File: src/rtl/i2s_rx_sample_capture.sv
// I2S receive front-end: synchronises an external I2S stream onto clk,
// deserialises the left-channel word MSB-first and hands it to the notch
// cascade with a one-cycle sample_trig. Samples completing while the cascade
// is still busy are dropped and flagged as overrun.
module i2s_rx_sample_capture #(
  parameter int DATA_SIZE   = 24,
  parameter int SYNC_STAGES = 2
) (
  input  logic                 clk,
  input  logic                 reset,
  input  logic                 i2s_bclk,
  input  logic                 i2s_lrclk,
  input  logic                 i2s_sdata,
  input  logic                 filter_end,
  output logic [DATA_SIZE-1:0] data_out,
  output logic                 sample_trig,
  output logic                 busy,
  output logic                 overrun,
  output logic                 frame_err
);

  localparam int               CNT_W    = $clog2(DATA_SIZE + 1);
  localparam logic [CNT_W-1:0] LAST_BIT = CNT_W'(DATA_SIZE - 1);
  localparam logic [CNT_W-1:0] CNT_ONE  = CNT_W'(1);

  typedef enum logic [1:0] {
    ST_SYNC   = 2'd0,
    ST_SHIFT  = 2'd1,
    ST_EMIT   = 2'd2,
    ST_WAIT_L = 2'd3
  } state_t;

  // Synchroniser chains; the last stage is the clk-domain view of each pin.
  logic [SYNC_STAGES-1:0] bclk_sync_q;
  logic [SYNC_STAGES-1:0] lrclk_sync_q;
  logic [SYNC_STAGES-1:0] sdata_sync_q;
  logic                   bclk_prev_q;

  logic bclk_s;
  logic lrclk_s;
  logic sdata_s;
  logic bclk_rise;
  logic left_start;

  state_t               state_q,      state_d;
  logic [DATA_SIZE-1:0] shift_q,      shift_d;
  logic [CNT_W-1:0]     bitcnt_q,     bitcnt_d;
  logic [DATA_SIZE-1:0] data_q,       data_d;
  logic                 trig_q,       trig_d;
  logic                 busy_q,       busy_d;
  logic                 overrun_q,    overrun_d;
  logic                 frame_err_q,  frame_err_d;
  logic                 lrclk_prev_q, lrclk_prev_d;

  // Bring the asynchronous I2S pins into the clk domain and keep bclk history
  always_ff @(posedge clk) begin
    if (reset) begin
      bclk_sync_q  <= '0;
      lrclk_sync_q <= '0;
      sdata_sync_q <= '0;
      bclk_prev_q  <= 1'b0;
    end else begin
      bclk_sync_q  <= {bclk_sync_q[SYNC_STAGES-2:0], i2s_bclk};
      lrclk_sync_q <= {lrclk_sync_q[SYNC_STAGES-2:0], i2s_lrclk};
      sdata_sync_q <= {sdata_sync_q[SYNC_STAGES-2:0], i2s_sdata};
      bclk_prev_q  <= bclk_sync_q[SYNC_STAGES-1];
    end
  end

  assign bclk_s     = bclk_sync_q[SYNC_STAGES-1];
  assign lrclk_s    = lrclk_sync_q[SYNC_STAGES-1];
  assign sdata_s    = sdata_sync_q[SYNC_STAGES-1];
  assign bclk_rise  = bclk_s & ~bclk_prev_q;
  // Word select fell between two bit-clock rises: a left slot has begun.
  assign left_start = lrclk_prev_q & ~lrclk_s;

  // State, datapath and output registers
  always_ff @(posedge clk) begin
    if (reset) begin
      state_q      <= ST_SYNC;
      shift_q      <= '0;
      bitcnt_q     <= '0;
      data_q       <= '0;
      trig_q       <= 1'b0;
      busy_q       <= 1'b0;
      overrun_q    <= 1'b0;
      frame_err_q  <= 1'b0;
      lrclk_prev_q <= 1'b0;
    end else begin
      state_q      <= state_d;
      shift_q      <= shift_d;
      bitcnt_q     <= bitcnt_d;
      data_q       <= data_d;
      trig_q       <= trig_d;
      busy_q       <= busy_d;
      overrun_q    <= overrun_d;
      frame_err_q  <= frame_err_d;
      lrclk_prev_q <= lrclk_prev_d;
    end
  end

  // Next-state, shift/count, hand-off and sticky-flag logic
  always_comb begin
    state_d      = state_q;
    shift_d      = shift_q;
    bitcnt_d     = bitcnt_q;
    data_d       = data_q;
    trig_d       = 1'b0;
    busy_d       = busy_q;
    overrun_d    = overrun_q;
    frame_err_d  = frame_err_q;
    lrclk_prev_d = lrclk_prev_q;

    if (bclk_rise) begin
      lrclk_prev_d = lrclk_s;
    end else begin
      lrclk_prev_d = lrclk_prev_q;
    end

    // A finished filter run frees the cascade; an accepting EMIT re-arms it below.
    if (filter_end) begin
      busy_d = 1'b0;
    end else begin
      busy_d = busy_q;
    end

    case (state_q)
      ST_SYNC, ST_WAIT_L: begin
        // The bit on the left-start edge is the previous right LSB (one-bit delay).
        if (bclk_rise && left_start) begin
          state_d  = ST_SHIFT;
          bitcnt_d = '0;
        end else begin
          state_d = state_q;
        end
      end

      ST_SHIFT: begin
        if (bclk_rise) begin
          // With a slot exactly DATA_SIZE wide, word select already reads
          // right while the LSB is sampled, so only earlier rises are errors.
          if (lrclk_s && (bitcnt_q < LAST_BIT)) begin
            frame_err_d = 1'b1;
            state_d     = ST_SYNC;
            bitcnt_d    = '0;
          end else begin
            shift_d  = {shift_q[DATA_SIZE-2:0], sdata_s};
            bitcnt_d = bitcnt_q + CNT_ONE;
            if (bitcnt_q == LAST_BIT) begin
              state_d = ST_EMIT;
            end else begin
              state_d = ST_SHIFT;
            end
          end
        end else begin
          state_d = ST_SHIFT;
        end
      end

      ST_EMIT: begin
        // A filter_end in this very cycle makes room for the new sample.
        if (!busy_q || filter_end) begin
          data_d = shift_q;
          trig_d = 1'b1;
          busy_d = 1'b1;
        end else begin
          overrun_d = 1'b1;
        end
        bitcnt_d = '0;
        state_d  = ST_WAIT_L;
      end

      default: begin
        state_d  = ST_SYNC;
        bitcnt_d = '0;
      end
    endcase
  end

  assign data_out    = data_q;
  assign sample_trig = trig_q;
  assign busy        = busy_q;
  assign overrun     = overrun_q;
  assign frame_err   = frame_err_q;

endmodule

File: config.mk
export PLATFORM = sky130hd
export DESIGN_NAME = i2s_rx_sample_capture
export DESIGN_NICKNAME = d
export VERILOG_FILES = /design/src/rtl/i2s_rx_sample_capture.sv
export SDC_FILE = /design/constraint.sdc
export NUM_CORES = 1
export LEC_CHECK = 0
export ABC_AREA = 1
export BUFFER_PORTS_ARGS = -buffer_cell sky130_fd_sc_hd__buf_2
export CAP_MARGIN = 10
export CORE_UTILIZATION = 25
export CTS_BUF_LIST = sky130_fd_sc_hd__clkbuf_4
export DETAILED_ROUTE_END_ITERATION = 10
export GPL_TIMING_DRIVEN = 0
export PLACE_DENSITY = 0.51
export SYNTH_ARGS = -nofsm -noshare
export SYNTH_HDL_FRONTEND = slang
export SYNTH_SLANG_ARGS = --single-unit
export TNS_END_PERCENT = 5
File: constraint.sdc
create_clock -name clk -period 1.35 [get_ports clk]
set_input_delay 0.27 -clock clk [delete_from_list [all_inputs] [get_ports clk]]
set_output_delay 0.27 -clock clk [all_outputs]
set_load 0.02 [all_outputs]
==> results.ini, run 1 <==
[critical_path]
r2r_end = bitcnt_q[0]
slowest_delay_ns = 0.34
r2r_cells = 8
critPathRequiredTime_ns = 1.69
r2r_start = bclk_sync_q[1]
path_class = reg2reg
crit_fanout = 5
cp_cell_sequence = inv_2 > nor2_4 > nand3_2 > nand2_4 > nand2_4 > buf_6 > or2_0 > a21oi_1
crit_path_start = bclk_sync_q[1]
path_buf_inv = 2
cpMaxStageDelayCell = dfxtp_2
cpMostUsedCell = nand2_4
critPathLaunchType = register
crit_family = simple AND/OR/NAND/NOR gates
crit_arrival_ns = 1.69
rrSetupSlack_ns = -0.004
cp-end-kind = register

[floorplanning]
dieArea_um2 = 10100
start_util = 0.260
coreArea_um2 = 9280
io_pins = 34
fp.dieH_um = 100
dieWidth_um = 100
fp-row-count = 35

[flow_run]
maxCapViolCount = 0

[global_routing]
grt_pass1_vias = 1896
grt_max_degree = 13
grt_use_total = 0.111
overflow = 0
antenna_found_initial = 0
grt_pass1_wl_mm = 8.68

[cts]
cts_root_buf = clkbuf_4
tritoncts = yes
cts_hold_buf = 0
cts_buffer_depth = 2
cts_buffers = 9
htreeDepth = 3
clock_sinks = 67
clock_latency_ns = 0.42
path_clk_slew_ns = 0.11

[route]
wl_per_cell_um = 11.2
wl_mm = 5.32
post_drt_via_cell_ratio = 4.21
first_iter_violations = 76
drcViolationCount = 0
vias = 1997
drtPass1Iterations = 4
postRouteAntennaNets = 0

[synth]
synth-async-reset-ratio = 0
postSynthCellCount = 286
synth-seq-area-share = 0.556
syn_area_per_cell_um2 = 8.44
ys_seq_elements = 67
synth_area_um2 = 2410
synth_flop_cell = dfxtp_1
synth_edf_count = 0
syn-num-nets = 295
synth_area_leaders = dfxtp_1, a21oi_1, o21ai_0
synth_common_cells = dfxtp_1, a21oi_1, o21ai_0
yosysUniqueCellTypes = 23
synth_most_common_cell = dfxtp_1
yosys.area.top_type = dfxtp_1
synth_top_area_frac = 0.556
yosys_warnings = 0

[finish]
n_antenna_cell = 0
fin_util = 0.340
final_area_um2 = 3160
final_cells = 474
nFillCells = 1019
syn2layout_area_growth_pct = 30.8
num-nets-final = 349
drive_above_1_share = 0.293

[sta]
hold_viol = 0
fin_skew_ns = 0.0136
slew_violations = 0
worstMarginPinSlew_ns = 0.462
clock.fmax_ghz = 0.739
fin_crit_ns = 1.35
setup_viol = 1
min_period_over_period = 1.00
setup_ws_ns = -0.00409
rsz0062_at_grt = yes
relSlewSlack = 0.692

[power]
power.internal_uw = 3050
p_sw_uw = 909
ir_drop_mv = 0.428
power_frac_comb = 0.060
power_density_nw_per_um2 = 1250
leakagePower_uw = 0.00127
p_seq_frac = 0.515
power.share.switching = 0.230
clkPwrFrac = 0.425
p_total_uw = 3950

[placement]
post-place-ws_ns = -0.346
dp_hpwl_mm = 3.49
placed_area_um2 = 2740
place_congestion = 0.717
io_buffers = 33
dp_cells = 448

[hold_path]
hold_class = in2reg
holdPathEnd = lrclk_sync_q[0]
hold_path.startpoint = i2s_lrclk
hold_path_depth = 3

[run_status]
violations = negative setup slack
status = finished, violations left

## power by group through the flow
stage	clock network (uW)	registers [uW]	logic, uW
finish	1680	2040	239
global placement	0	2070	184
CTS	1730	2030	203
floorplan	0	2070	142
detailed placement	0	2070	185
global route	1810	2040	269
## stage by stage
step            TNS, ns  hold WS, ns
6_report       -0.00409       0.0536
5_1_grt           -1.09       0.0267
4_1_cts               0       0.0358
3_5_place_dp      -8.93        0.398
3_3_place_gp      -8.01        0.397
2_1_floorplan         0        0.339
## routing by layer
layer	part of all wire	wire length, um	track usage
met2	0.45	2410	0.175
met1	0.48	2560	0.135
met3	0.045	239	0.0362
met5	0	0	0
met4	0.022	117	0.0602
## repair_timing
| item | 4_1_cts | 5_1_grt |
|---|---|---|
| endpoints found under the setup margin | 40 | 53 |
| pin swaps | 0 | 8 |
| gates resized for setup | 22 | 40 |
| cloned | 0 | 3 |
| buffers inserted | 0 | 7 |
| endpoints found under the hold margin | 0 | 0 |
## cell usage in the layout, fill, tap and decap left out, types with 2 or more instances in the layout
cell | netlist | routed
nor3_2 | 0 | 2
nand4_1 | 2 | 2
buf_6 | 3 | 8
clkbuf_1 | 8 | 5
nand2_4 | 0 | 3
inv_2 | 3 | 5
dfxtp_1 | 67 | 60
nor3_1 | 4 | 2
nor2_4 | 1 | 2
bufinv_16 | 0 | 3
ha_4 | 0 | 2
o21ai_0 | 50 | 39
clkbuf_4 | 0 | 9
a21oi_1 | 55 | 53
nand3_2 | 3 | 3
nand2_2 | 5 | 5
a21oi_2 | 0 | 2
inv_1 | 42 | 39
clkinv_1 | 0 | 2
buf_4 | 0 | 8
o21ai_1 | 0 | 11
nand2_1 | 13 | 10
buf_8 | 0 | 2
buf_2 | 4 | 34
dfxtp_2 | 0 | 6
nor2_1 | 16 | 14
## how the worst max path moves through the flow
stage | end | depth (start not counted)
detailed placement | data_out[15] | 7
global route | bitcnt_q[0] | 8
finish | bitcnt_q[0] | 8
global placement | data_out[6] | 7
floorplan | bitcnt_q[4] | 10
CTS | shift_q[7] | 8
## cell families (layout without fill, tap and decap cells)
kind of cell / count (synthesis) / after routing / synth area share
XOR/XNOR: 1 / 1 / 0.00363
buffers and inverters: 61 / 120 / 0.106
AO/OA/AOI/OAI: 106 / 106 / 0.220
flip-flops: 67 / 67 / 0.556
adder cells (fa/ha/maj): 3 / 3 / 0.0156
AND/OR/NAND/NOR: 48 / 48 / 0.0985
## area by class of cell
class	instances	area, um2	share of cell area
Sequential cell	67	1350	0.428
Multi-Input combinational cell	158	891	0.282
Timing Repair Buffer	43	265	0.0840
Inverter	45	171	0.0543
Tap cell	129	161	0.0511
Buffer	16	133	0.0420
Clock inverter	7	115	0.0365
Clock buffer	9	67.6	0.0214
## flip-flops by register name (all words and copies together), names as in the netlist
signal        count
data_out         24
shift_q          24
bitcnt_q          5
bclk_sync_q       2
lrclk_sync_q      2
sdata_sync_q      2
state_q           2
bclk_prev_q       1
busy              1
frame_err         1
lrclk_prev_q      1
overrun           1
sample_trig       1
## worst reg2reg max path: stages, from the launching register on
cell,delay [ns]
dfxtp_2,0.34
inv_2,0.04
nor2_4,0.15
nand3_2,0.12
nand2_4,0.10
nand2_4,0.07
buf_6,0.13
or2_0,0.19
a21oi_1,0.14
Power figures use the tool's default switching activity.
==> run 2, diff against run 1 <==
--- a/config.mk
+++ b/config.mk
@@ -12,7 +12,6 @@
 export CTS_BUF_LIST = sky130_fd_sc_hd__clkbuf_4
 export DETAILED_ROUTE_END_ITERATION = 10
 export GPL_TIMING_DRIVEN = 0
-export PLACE_DENSITY = 0.51
 export SYNTH_ARGS = -nofsm -noshare
 export SYNTH_HDL_FRONTEND = slang
 export SYNTH_SLANG_ARGS = --single-unit
==> run 2 against run 1 <==
Against the previous run:
- the flow now finishes without violations
- clock power shrank 13%
- clock-buffer cell count grew 1
- via count shrank 0.10%
- core utilization shrank 1.2 points
==> results.ini, run 2 (synthesis results as in run 1) <==
[run_status]
status = completed

[critical_path]
cp_cell_sequence = inv_2 > ha_4 > nand2_2 > nand2_4 > buf_4 > or2_1 > a21oi_2
crit_family = simple AND/OR/NAND/NOR gates
cp-end-kind = register
crit_arrival_ns = 1.69
slowest_delay_ns = 0.37
critPathRequiredTime_ns = 1.70
crit_fanout = 6
path_buf_inv = 2
path_class = reg2reg
critPathLaunchType = register
cpMaxStageDelayCell = dfxtp_2

[power]
ir_drop_mv = 0.514
power_density_nw_per_um2 = 1230
p_total_uw = 3750
leakagePower_uw = 0.00122

[floorplanning]
fp-row-count = 35
fp.dieH_um = 100
dieArea_um2 = 10100
coreArea_um2 = 9280
start_util = 0.260
dieWidth_um = 100
io_pins = 34

[finish]
final_cells = 469
fin_util = 0.328
syn2layout_area_growth_pct = 26.2
multi_input_area_um2 = 876
nFillCells = 1015
layout.cells.most_common = dfxtp_1
drive_above_1_share = 0.285
n_antenna_cell = 0
num-nets-final = 345
final_cell_mix = dfxtp_1, a21oi_1, o21ai_0, inv_1, buf_2
regArea_um2 = 1360

[global_routing]
grt_max_degree = 12
antenna_found_initial = 0
grt_pass1_wl_mm = 8.60
overflow = 0
grt_use_total = 0.111
grt_pass1_vias = 1912

[cts]
clock_latency_ns = 0.42
cts_root_buf = clkbuf_4
cts_hold_buf = 0
path_clk_slew_ns = 0.10
htreeDepth = 3
cts_buffers = 9
clock_sinks = 67
cts_buffer_depth = 2
tritoncts = yes

[sta]
clock.fmax_ghz = 0.743
rsz0062_at_grt = yes
fin_crit_ns = 1.35
slew_violations = 0
min_period_over_period = 0.996
worstMarginPinSlew_ns = 0.463
relSlewSlack = 0.692
setup_ws_ns = 0.00489
hold_viol = 0
fin_skew_ns = 0.0137
hold_slack_ns = 0.0650
setup_viol = 0

[hold_path]
hold_class = in2reg

[placement]
dp_cells = 448
io_buffers = 33
post-place-ws_ns = -0.358
place_congestion = 0.745
dp_hpwl_mm = 3.56

[route]
postRouteAntennaNets = 0
vias = 1995
drtPass1Iterations = 7
post_drt_via_cell_ratio = 4.25
wl_mm = 5.22
drcViolationCount = 0
first_iter_violations = 79
wl_per_cell_um = 11.1

[flow_run]
maxCapViolCount = 0

## run 2: cell type report
class | count | share of cell area
clock buffer | 10 | 0.0246
multi-input combinational | 158 | 0.287
clock inverter | 5 | 0.0259
tap | 129 | 0.0530
timing repair buffer | 39 | 0.0690
sequential | 67 | 0.445
buffer | 16 | 0.0398
inverter | 45 | 0.0554
## run 2: path summary, 6_finish.rpt
kind / end / start / slack (ns) / cells after the start
worst max register to register: bitcnt_q[0] / state_q[0] / 0.005 / 7
worst min-delay path: sdata_sync_q[0] / i2s_sdata / 0.07 / 3
worst max-delay path: bitcnt_q[0] / state_q[0] / 0.005 / 7
worst min register to register: bclk_sync_q[1] / bclk_sync_q[0] / 0.41 / 2
## run 2: power breakdown
part | total (uW) | leakage, uW | switching [uW] | internal (uW)
clock network | 1470 | 0.0000862 | 710 | 760
registers | 2030 | 0.000545 | 22.9 | 2010
logic | 246 | 0.000589 | 145 | 101
total | 3750 | 0.00122 | 878 | 2870
## run 2: per-layer routing
metal	GRT usage	vias up	wire [um]
met4	0.0569	0	87
met5	0	-	0
li1	-	1028	-
met2	0.187	34	2530
met1	0.125	926	2350
met3	0.0397	7	245
## run 2: what timing repair did
action,in CTS,in global routing
pin swaps,3,9
resized for setup,20,28
endpoints found under the setup margin,40,55
buffers inserted,3,3
## run 2: worst register-to-register path, delay by kind of cell, from the launching register on
kind / cells / cell delay (ns)
adders and majority gates: 1 / 0.21
AOI/OAI and AO/OA: 1 / 0.12
buffers and inverters: 2 / 0.19
and+or+nand+nor: 3 / 0.38
DFF: 1 / 0.37
## run 2: through the flow
stage / area [um2] / TNS [ns]
detailed placement: 2740 / -8.17
CTS: 2980 / -0.0996
global route: 3050 / -0.900
global placement: 2740 / -7.27
finish: 3050 / 0
floorplan: 2410 / 0
